### config.mk
export PLATFORM = sky130hd
export DESIGN_NAME = uart_resp_tx
export DESIGN_NICKNAME = d
export VERILOG_FILES = /design/src/rtl/uart_pkg.sv /design/src/rtl/uart_tx_byte.sv /design/src/rtl/uart_resp_tx.sv
export SDC_FILE = /design/constraint.sdc
export NUM_CORES = 1
export LEC_CHECK = 0
export CAP_MARGIN = 5
export CORE_MARGIN = 1
export CORE_UTILIZATION = 45
export DETAILED_ROUTE_END_ITERATION = 10
export PLACE_DENSITY_LB_ADDON = 0.25
export SKIP_CTS_REPAIR_TIMING = 1
export SLEW_MARGIN = 20
export SYNTH_ARGS = -nofsm -noshare
export SYNTH_HDL_FRONTEND = slang
export SYNTH_SLANG_ARGS = --single-unit
### constraint.sdc
create_clock -name clock -period 1.7 [get_ports clock]
set_input_delay 0.51 -clock clock [delete_from_list [all_inputs] [get_ports clock]]
set_output_delay 0.51 -clock clock [all_outputs]
set_load 0.01 [all_outputs]
### src/rtl/uart_pkg.sv
// Shared definitions for the UART command path.
// Holds the serializer and response-transmitter state encodings and the
// frame-shape constants used by uart_tx_byte and uart_resp_tx.
package uart_pkg;

    localparam int unsigned UART_DATA_BITS = 8;
    localparam int unsigned RESP_BYTES     = 3;

    typedef enum logic [1:0] {
        SER_IDLE,
        SER_START,
        SER_DATA,
        SER_STOP
    } serState_t;

    typedef enum logic [1:0] {
        RT_IDLE,
        RT_LOAD,
        RT_SEND,
        RT_GAP
    } rtState_t;

endpackage

### src/rtl/uart_tx_byte.sv
// 8N1 byte serializer with an internal baud clock-enable counter.
// Ports:
//   clock, reset_n  system clock, asynchronous active-low reset
//   start           load data and begin a frame (honoured only when idle)
//   data[7:0]       byte to send, LSB first
//   tx              registered serial output, idle high
//   byte_done       high during the last clock of the stop bit
//   active          frame in progress
module uart_tx_byte
    import uart_pkg::*;
#(
    parameter int unsigned CLKS_PER_BIT = 434
) (
    input  logic       clock,
    input  logic       reset_n,
    input  logic       start,
    input  logic [7:0] data,
    output logic       tx,
    output logic       byte_done,
    output logic       active
);

    localparam logic [15:0] BAUD_LAST = 16'(CLKS_PER_BIT - 1);
    localparam logic [2:0]  LAST_BIT  = 3'(UART_DATA_BITS - 1);

    serState_t   state, stateNext;
    logic [15:0] baudCnt, baudNext;
    logic [2:0]  bitCnt, bitNext;
    logic [7:0]  shiftReg, shiftNext;
    logic        txReg, txNext;
    logic        bitEnd;

    assign bitEnd = (baudCnt == BAUD_LAST);
    assign tx     = txReg;
    assign active = (state != SER_IDLE);

    always_ff @(posedge clock or negedge reset_n) begin
        if (!reset_n) begin
            state    <= SER_IDLE;
            baudCnt  <= '0;
            bitCnt   <= '0;
            shiftReg <= '0;
            txReg    <= 1'b1;
        end else begin
            state    <= stateNext;
            baudCnt  <= baudNext;
            bitCnt   <= bitNext;
            shiftReg <= shiftNext;
            txReg    <= txNext;
        end
    end

    // The line value for the next bit is registered on the same edge that
    // ends the current bit, so each bit holds exactly CLKS_PER_BIT clocks.
    always_comb begin
        stateNext = state;
        baudNext  = baudCnt;
        bitNext   = bitCnt;
        shiftNext = shiftReg;
        txNext    = txReg;
        byte_done = 1'b0;
        case (state)
            SER_IDLE: begin
                txNext   = 1'b1;
                baudNext = '0;
                bitNext  = '0;
                if (start) begin
                    stateNext = SER_START;
                    shiftNext = data;
                    txNext    = 1'b0;
                end
            end
            SER_START: begin
                if (bitEnd) begin
                    baudNext  = '0;
                    stateNext = SER_DATA;
                    txNext    = shiftReg[0];
                end else begin
                    baudNext = baudCnt + 16'd1;
                end
            end
            SER_DATA: begin
                if (bitEnd) begin
                    baudNext = '0;
                    if (bitCnt == LAST_BIT) begin
                        bitNext   = '0;
                        stateNext = SER_STOP;
                        txNext    = 1'b1;
                    end else begin
                        bitNext   = bitCnt + 3'd1;
                        shiftNext = {1'b0, shiftReg[7:1]};
                        txNext    = shiftReg[1];
                    end
                end else begin
                    baudNext = baudCnt + 16'd1;
                end
            end
            SER_STOP: begin
                if (bitEnd) begin
                    baudNext  = '0;
                    stateNext = SER_IDLE;
                    byte_done = 1'b1;
                end else begin
                    baudNext = baudCnt + 16'd1;
                end
            end
            default: stateNext = SER_IDLE;
        endcase
    end

endmodule

### src/rtl/uart_resp_tx.sv
// UART response transmitter: accepts one (code, data) response through a
// valid/ready handshake and sends code, data, code^data as three 8N1 bytes.
// Ports:
//   clock, reset_n      system clock, asynchronous active-low reset
//   req_valid/req_ready request handshake; ready only while idle
//   req_code, req_data  response bytes, captured on accept
//   tx_out              registered UART line, idle high
//   busy                frame in progress
//   done                one-cycle pulse as the last stop bit completes
module uart_resp_tx
    import uart_pkg::*;
#(
    parameter int unsigned CLKS_PER_BIT = 434,
    parameter int unsigned GAP_BITS     = 0
) (
    input  logic       clock,
    input  logic       reset_n,
    input  logic       req_valid,
    output logic       req_ready,
    input  logic [7:0] req_code,
    input  logic [7:0] req_data,
    output logic       tx_out,
    output logic       busy,
    output logic       done
);

    localparam int unsigned GAP_CLKS = GAP_BITS * CLKS_PER_BIT;
    localparam logic [19:0] GAP_LAST = (GAP_CLKS == 0) ? '0 : 20'(GAP_CLKS - 1);
    localparam logic [1:0]  LAST_IDX = 2'(RESP_BYTES - 1);

    rtState_t    state, stateNext;
    logic [7:0]  codeReg, dataReg, sumReg, serData;
    logic [1:0]  byteIdx, idxNext;
    logic [19:0] gapCnt, gapNext;
    logic        doneNext, accept, serStart, serDone, serActive;

    assign accept    = req_valid && (state == RT_IDLE);
    assign req_ready = (state == RT_IDLE);
    // The serializer is only active inside SEND, so this matches state != IDLE.
    assign busy      = (state != RT_IDLE) || serActive;

    always_ff @(posedge clock or negedge reset_n) begin
        if (!reset_n) begin
            state   <= RT_IDLE;
            byteIdx <= '0;
            gapCnt  <= '0;
            done    <= 1'b0;
        end else begin
            state   <= stateNext;
            byteIdx <= idxNext;
            gapCnt  <= gapNext;
            done    <= doneNext;
        end
    end

    always_ff @(posedge clock or negedge reset_n) begin
        if (!reset_n) begin
            codeReg <= '0;
            dataReg <= '0;
            sumReg  <= '0;
        end else if (accept) begin
            codeReg <= req_code;
            dataReg <= req_data;
            sumReg  <= req_code ^ req_data;
        end
    end

    always_comb begin
        stateNext = state;
        idxNext   = byteIdx;
        gapNext   = gapCnt;
        doneNext  = 1'b0;
        serStart  = 1'b0;
        case (state)
            RT_IDLE: begin
                if (accept) begin
                    stateNext = RT_LOAD;
                    idxNext   = '0;
                end
            end
            RT_LOAD: begin
                serStart  = 1'b1;
                stateNext = RT_SEND;
            end
            RT_SEND: begin
                if (serDone) begin
                    if (byteIdx == LAST_IDX) begin
                        stateNext = RT_IDLE;
                        doneNext  = 1'b1;
                    end else begin
                        idxNext   = byteIdx + 2'd1;
                        gapNext   = '0;
                        stateNext = (GAP_BITS == 0) ? RT_LOAD : RT_GAP;
                    end
                end
            end
            RT_GAP: begin
                if (gapCnt == GAP_LAST) begin
                    stateNext = RT_LOAD;
                end else begin
                    gapNext = gapCnt + 20'd1;
                end
            end
            default: stateNext = RT_IDLE;
        endcase
    end

    always_comb begin
        case (byteIdx)
            2'd0:    serData = codeReg;
            2'd1:    serData = dataReg;
            default: serData = sumReg;
        endcase
    end

    uart_tx_byte #(
        .CLKS_PER_BIT(CLKS_PER_BIT)
    ) u_txByte (
        .clock    (clock),
        .reset_n  (reset_n),
        .start    (serStart),
        .data     (serData),
        .tx       (tx_out),
        .byte_done(serDone),
        .active   (serActive)
    );

endmodule

Word-level counts from Yosys, hierarchy flattened:

Index checks and enable logic that the tools add are counted.

* $add $sub $neg: 4
* eq/ne operators: 21
* muxes and demuxes: 40
* bitwise gates (word level): 1
* reductions and logical operators: 20

Operator list (count)
* two-way mux 20 bit: 3
* one-hot mux 20 bit (2 select lines): 1
* one-hot mux 16 bit (2 select lines): 1
* one-hot mux 8 bit (2 select lines): 2
* two-way mux 8 bit: 3
* two-way mux 2 bit: 11
* adder 20 x 1 -> 20 bit, second input constant: 1
* logical NOT 20 bit: 1
* adder 16 x 1 -> 16 bit, second input constant: 1
* == test 16 x 9 -> 1 bit, second input constant: 1
* two-way mux 16 bit: 1
* one-hot mux 2 bit (4 select lines): 2
* inequality test 2 bit, second input constant: 6
* AND reduction 4 bit: 3
* two-way mux 1 bit: 11
* == test 2 bit, second input constant: 5
* inequality test 2 x 1 -> 1 bit, second input constant: 5
* nonzero test 2 bit: 5
* bitwise XOR 8 bit: 1
* == test 2 x 1 -> 1 bit, second input constant: 3
* logical NOT 2 bit: 3
* two-way mux 3 bit: 2
* one-hot mux 3 bit (2 select lines): 1
* AND reduction 3 bit: 2
* 11 further kinds: 11

* flip-flop bits (word level): 79
* bits of input ports: 19
* output and inout port bits: 4
* word-level logic and storage cells: 98

Longest topological paths before layout:

* word-level depth: 5
* gate-level depth with buffers: 8
* gate-level depth less buffers: 7

By module:

A second synthesis with hierarchy kept.

* cell total of the unflattened synthesis: 424
* area, all modules: 4222.8 um2

By module, submodules not included
* uart_resp_tx: times used 1, cells an instance 267, area an instance 2603.7 um2, seq. area each 1226.2 um2
* uart_tx_byte: times used 1, cells an instance 157, area an instance 1619.1 um2, seq. area each 752.0 um2

Least setup slack after synthesis:

OpenSTA, ideal clock, no wires.

* path type: reg-to-reg
* from: register u_txByte.baudCnt[1]
* to: register u_txByte.shiftReg[0]
* setup time: 0.125 ns
* data arrival time: 1.685 ns
* data required time: 1.575 ns
* setup slack: -0.110 ns
* stages on the path, launching flop included: 9
* buffers on the path: 1
* period minus slack after synthesis: 1.810 ns
* path through: dfrtp_1 > inv_1 > ha_1 > nor4b_2 > nand4_1 > buf_2 > o21ai_2 > nand2_4 > mux2_4

* longest elaborated chain between the ends: 3

Ends and longest elaborated chain
* start, declared: RTL line uart_tx_byte.sv:27 `logic [15:0] baudCnt, baudNext;`
* start signal, assigned: RTL line uart_tx_byte.sv:46 `baudCnt <= baudNext;`
* == test 16 x 9 -> 1 bit: RTL line uart_tx_byte.sv:33 `assign bitEnd = (baudCnt == BAUD_LAST);`
* inequality test 2 x 1 -> 1 bit (no line)
* AND reduction 4 bit (no line)
* end signal, assigned: RTL line uart_tx_byte.sv:48 `shiftReg <= shiftNext;`
* end, declared: RTL line uart_tx_byte.sv:29 `logic [7:0] shiftReg, shiftNext;`

No other way between the ends.
A chain may end at the register's enable or synchronous reset.

Worst setup path after layout:

* from: register u_txByte.baudCnt[1]
* to: register gapCnt[3]

* longest elaborated chain between the ends: 5

Ends and longest elaborated chain
* == test 16 x 9 -> 1 bit: RTL line uart_tx_byte.sv:33
* two-way mux 1 bit: RTL line uart_tx_byte.sv:99 `if (bitEnd) begin`
* two-way mux 1 bit: RTL line uart_tx_byte.sv:62 `case (state)`
* inequality test 2 bit (no line)
* AND reduction 4 bit (no line)
* end signal, assigned: RTL line uart_resp_tx.sv:51 `gapCnt <= gapNext;`
* end, declared: RTL line uart_resp_tx.sv:34 `logic [19:0] gapCnt, gapNext;`

No other way between the ends.

==> impl_results.md <==
- Nets: roughly 550
- IO buf count: 22
- Clock tree sinks: 79
- Fmax achieved: 0.525 GHz
- CP Data Arrival Time: 2.15 ns
- Critical Path Sink Type: flip-flop
- Residual DRC count: 0
- Post-synthesis cell type count: 56
- Synthesis-to-finish area growth: 33.7%
- Chip Width: 98.1 um
- Reg clk slew, reported paths: approximately 0.090 ns
- Cell Area, Synth: 4160 sq um
- Clock Skew: 0.0143 ns
- Top cells by count, synth: dfrtp_1, nor2_1, nand2_1, a21oi_1, mux2_2
- Drt wl/cell: between 10 and 15 um
- Crit-path max FO: 6
- RSZ-0062 raised after global routing: yes
- WP data required: 1.95 ns
- Synthesized flop and latch total: 79
- Routability Congestion: 0.783
- Largest net degree at the start of global routing: 80
- Post-synthesis sequential area ratio: 0.476
- Mean Syn Cell Area: 10.3 sq um
- Cell with the most instances after synthesis: dfrtp_1
- Top FF cell, synth: dfrtp_1
- Cells along the critical path: inv_1 -> ha_1 -> nor4b_2 -> nand4_1 -> nor3_2 -> o221ai_2 -> buf_4 -> a21o_1
- EDFF count, synth: 0
- Startpoint Class: flip-flop
- Vias: approximately 3,400
- Final setup viols: 45
- Worst path depth: 8
- Reg2reg path depth: 8
- GRT overflow: 0
- Failing checks: negative setup slack
- DIE AREA: 9630 sq um
- Fraction of layout cells with a size suffix above 1: 0.331
- Layout fillers: between 700 and 800
- Setup WS post-layout: -0.204 ns
- RR Startpoint: u_txByte.baudCnt[1]$_DFF_PN0_
- Crit path kind: flip-flop to flip-flop
- Setup crit start: u_txByte.baudCnt[1]$_DFF_PN0_
- Status: finished with violations
- Static Leak: 2.68 nW
- TritonCTS buffer count: 9
- First DRT Iteration DRCs: 142
- Worst rel slew slack: 0.716
- Initial antenna violation count: 0
- PD cells: roughly 590 nW/um^2
- DRT Pass-1 Iters: 6
- Fin cells: 625
- Synth warnings: 0
- Post-DP HPWL: 6340 um
- Critical Path Max Stage Delay: 0.38 ns
- Final min period: 1.90 ns
- Cell count after synthesis: 404
- WL final: 9250 um
- Final ANT Viol Nets: 0
- Fin util: 0.629
- Vias per cell: roughly 5.5
- Synth top area share: 0.469
- Maxcap violations: 0
- TritonCTS clock tree: built
- Diodes inserted: 0
- Synth area leaders: dfrtp_1, mux2_2, ha_1, nor2_1, xnor2_1
- Hold Worst Slack: 0.135 ns
- Placed cells: between 500 and 600
- Syn Nets: 438
- IO Pins: 23
- All-Layer GR Usage: 0.203
- CTS root buf: clkbuf_8
- Hold Path Class: input pin to asynchronous set/reset pin
- Clk_lat worst skew: between 0.3 and 0.4 ns
- Final period util: 1.12
- H-tree level count: 3
- Vias in the first global route: 3,424
- Initial Util: 0.470
- Peak supply drop: 0.323 mV
- First-pass GRT wire length: 15,600 um
- Leading area contributor after synthesis: dfrtp_1
- Slew @ Worst Pin: 0.427 ns
- Synth async-reset ratio: 1.00
- Critical-path top delay cell: dfrtp_1
- Worst path bufs/invs: 2
- Hold Vio Cnt, Final: 0
- CP delay by family, top: simple AND/OR/NAND/NOR gates
- Die height: 98.1 um
- Longest Clk Path Bufs: 2
- Number of core rows: 34
- Core area: 8850 sq um
- Slew Limit Fails: 0
==> cell usage in the layout, fill, tap and decap left out, drive strengths merged, types with 9 or more instances in the layout <==
cell	instances
a21oi	20
a22o	9
a31oi	10
buf	93
clkbuf	11
clkdlybuf4s50	17
dfrtp	78
ha	15
inv	19
mux2	25
mux2i	9
nand2	29
nand3	19
nand4	9
nor2	39
nor3	11
o21ai	10
xnor2	14
==> through the flow <==
stage          worst slack [ns]  setup TNS (ns)  total power, mW  cell area [sq um]
2_1_floorplan           -0.0963          -0.653             1.93               4170
3_3_place_gp             -0.149           -4.74             2.03               5120
3_5_place_dp             -0.235           -6.80             2.03               5120
4_1_cts                  -0.473           -6.07             3.32               5300
5_1_grt                  -0.350          -12.57             3.40               5560
6_report                 -0.204           -4.93             3.28               5560
==> worst register-to-register path: stages (launching register included) <==
cell and delay (ns):
dfrtp_1 0.38, inv_1 0.05, ha_1 0.13, nor4b_2 0.18, nand4_1 0.21, nor3_2 0.27, o221ai_2 0.21, buf_4 0.19
a21o_1 0.18
==> final cells by class <==
type	count	area [sq um]	share of cell area
clock buffer	9	124	0.0223
clock inverter	7	55.1	0.00990
inverter	17	63.8	0.0115
multi-input combinational	290	2180	0.392
sequential	79	1980	0.356
tap	108	135	0.0243
timing repair buffer	115	1020	0.184
==> worst paths after layout <==
| kind | end | slack (ns) |
|---|---|---|
| setup / recovery | gapCnt[3]$_DFFE_PN0P_ | -0.20 |
| min in group clock | u_txByte.shiftReg[7]$_DFFE_PN0P_ | 0.49 |
| hold / removal | gapCnt[11]$_DFFE_PN0P_ | 0.13 |
| max in group asynchronous | u_txByte.tx$_DFFE_PN1P_ | 1.20 |
| hold reg to reg | u_txByte.shiftReg[7]$_DFFE_PN0P_ | 0.49 |
| setup reg to reg | gapCnt[3]$_DFFE_PN0P_ | -0.20 |
==> kinds of logic (layout without fill, tap and decap cells) <==
kind of cell	count (synthesis)	count (layout)	synth area share
flops	79	79	0.476
buf+inv	35	148	0.0337
compound gates	80	80	0.134
simple gates	139	139	0.172
xor+xnor	22	22	0.0463
mux	34	34	0.0930
fa+ha+maj	15	15	0.0451
==> flip-flops by register name (all words and copies together) (netlist names), 2 cells and up <==
register	count
u_txByte.state	2
byteIdx	2
u_txByte.shiftReg	8
dataReg	8
gapCnt	20
codeReg	8
u_txByte.baudCnt	16
state	2
sumReg	8
u_txByte.bitCnt	3
==> power breakdown <==
part	leakage [nW]	switching, mW	total [mW]	internal [mW]
sequential	1.08	0	1.88	1.88
clock	0.0862	0.750	1.29	0.542
combinational	1.52	0.0553	0.110	0.0545
total	2.68	0.805	3.28	2.47
==> layer usage <==
metal / vias to the layer above / share of wire / wire length, um / global-route usage
met3: 17 / 0.024 / 226 / 0.0315
met4: 0 / 0.019 / 177 / 0.0804
met5: - / 0 / 0 / 0
met1: 1662 / 0.48 / 4480 / 0.263
li1: 1679 / - / - / -
met2: 49 / 0.47 / 4360 / 0.341
(Power assumes the default switching activity.)
==> RTL edit, RTL diff (same settings) <==
Take the reset off `shiftReg` and load it in a clocked block of its own.
--- a/src/rtl/uart_tx_byte.sv
+++ b/src/rtl/uart_tx_byte.sv
@@ -40,5 +40,4 @@
             baudCnt  <= '0;
             bitCnt   <= '0;
-            shiftReg <= '0;
             txReg    <= 1'b1;
         end else begin
@@ -46,7 +45,10 @@
             baudCnt  <= baudNext;
             bitCnt   <= bitNext;
-            shiftReg <= shiftNext;
             txReg    <= txNext;
         end
+    end
+
+    always_ff @(posedge clock) begin
+        shiftReg <= shiftNext;
     end
 
Check against the original RTL: same outputs for any inputs over 10 cycles, from zero or initial values and one cycle with reset_n low; that may be too few to reach the edited logic, so the function may still have changed.
==> RTL edit against the unedited design <==
Largest cell class unchanged. The flow still finishes with violations (setup timing). Sequential cell count is the same. Critical path depth is the same. Count of clock-buffer cells in the layout grew 1. Final area shrank 1.2%. Via count shrank 2.1%. Synthesized area shrank 2.3%. Cell count shrank 0.32%. Sequential share of layout area grew 1.2 points. Power grew 12%. Routed wire length shrank 1.6%. Worst setup slack lost 0.22 ns.
==> RTL edit: results (changes against the unedited design) <==
Worst setup path
  • Critical Path End: gapCnt[4]$_DFFE_PN0P_ (was gapCnt[3]$_DFFE_PN0P_)
  • Worst-path fanout max: 8 (was 6)
  • Crit-path slowest cell: or4b_4 (was dfrtp_1)
  • Crit path from: gapCnt[1]$_DFFE_PN0P_ (was u_txByte.baudCnt[1]$_DFF_PN0_)
  • Max stage delay on crit path: 0.46 ns (was 0.38 ns)
  • Data arrival, critical path: 2.42 ns (was 2.15 ns)
  • Worst r2r src: gapCnt[1]$_DFFE_PN0P_ (was u_txByte.baudCnt[1]$_DFF_PN0_)

Final layout
  • Final nets: 543 (was 546)
  • Fillers: 682 (was 718)
  • Share of cells above drive strength 1: 0.315 (was 0.331)

Yosys
  • Count of cell types in the netlist: 52 (was 56)
  • FFs w/ async S/R, synth: 0.899 (was 1.00)
  • Seq/Total Area, Yosys: 0.497 (was 0.476)
  • Mapped Nets: 431 (was 438)
  • Synth cell count leaders: dfrtp_1 (70), nor2_1 (44), nand2_1 (37) (was dfrtp_1 (78), nor2_1 (39), nand2_1 (28))

Status
  • Status: finished with violations (unchanged)
  • Failing checks: setup timing (unchanged)

Placed design
  • Worst slack at placement: -0.464 ns (was -0.235 ns)
  • Final Wtd Congestion: 0.875 (was 0.783)
  • HPWL after DPL: 6280 um (was 6340 um)

Route
  • WL/cell: 14.6 um (was 14.8 um)
  • First-pass detailed-route iteration total: 4 (was 6)
  • DR iter-0 viols: 162 (was 142)

Global routing
  • Initial antenna violation count: 0 (unchanged)
  • Largest net degree at the start of global routing: 72 (was 80)
  • Global-route wire length before repair: 15,600 um (about the same)
  • GRT Total Usage: 0.203 (about the same)
  • Vias in the first global route: 3,399 (was 3,424)

Power
  • Cell Int Power: 0.00293 W (was 0.00247 W)
  • Clk pwr share: 0.455 (was 0.394)
  • P_leak: 2.63 nW (was 2.68 nW)
  • Worst ir drop on vdd: 481 uV (was 323 uV)

STA
  • # setup viols final: 31 (was 45)
  • Final WS setup: -0.428 ns (was -0.204 ns)
  • Sum Neg Setup Slack: -10.76 ns (was -4.93 ns)
  • Measured slew at the worst slew-check pin: 0.420 ns (was 0.427 ns)
  • Final Skew: 0.0108 ns (was 0.0143 ns)

Clocking
  • Clk_lat worst skew: 0.35 ns (was 0.37 ns)
-- RTL edit: cell types whose count changed in the layout (fill, tap and decap cells not counted), sizes merged, moves of 6 or more --
| cell | unedited run | this run |
|---|---|---|
| inv | 19 | 10 |
| nand2 | 29 | 38 |
| dfrtp | 78 | 70 |
| mux2 | 25 | 18 |
| edfxtp | 0 | 8 |
| mux2i | 9 | 3 |
| a22o | 9 | 1 |
-- RTL edit: logic make-up after synthesis --
group | after synthesis | synth area share
mux | 21 | 0.0573
flops | 79 | 0.497
compound gates | 84 | 0.134
simple gates | 151 | 0.193
xor+xnor | 22 | 0.0474
buf+inv | 27 | 0.0277
fa+ha+maj | 14 | 0.0431
-- RTL edit: layout make-up --
type | instances | area [um^2] | share of cell area
clock buffer | 10 | 128 | 0.0232
multi-input combinational | 292 | 2070 | 0.376
timing repair buffer | 119 | 1000 | 0.182
clock inverter | 6 | 108 | 0.0196
sequential | 79 | 2020 | 0.368
tap | 108 | 135 | 0.0246
inverter | 9 | 33.8 | 0.00615
-- RTL edit: per-layer routing --
layer,share of wire,track usage,vias to the layer above
met1,0.45,0.263,1603
met5,0,0,-
met4,0.013,0.0815,0
li1,-,-,1661
met3,0.029,0.0289,8
met2,0.50,0.342,62
-- RTL edit: per-stage QoR --
stage / std cells / hold WS [ns]
2_1_floorplan: 398 / 0.214
3_3_place_gp: 597 / 0.483
3_5_place_dp: 597 / 0.481
4_1_cts: 613 / 0.188
5_1_grt: 623 / 0.200
6_report: 623 / 0.177
-- RTL edit: critical path: cells and delay by family (launching register included) --
kind                     cells  cell delay (ns)
adder cells (fa/ha/maj)      1             0.12
flip-flops                   1             0.41
AND/OR/NAND/NOR              3             1.02
buffers and inverters        2             0.22
AO/OA/AOI/OAI                2             0.31
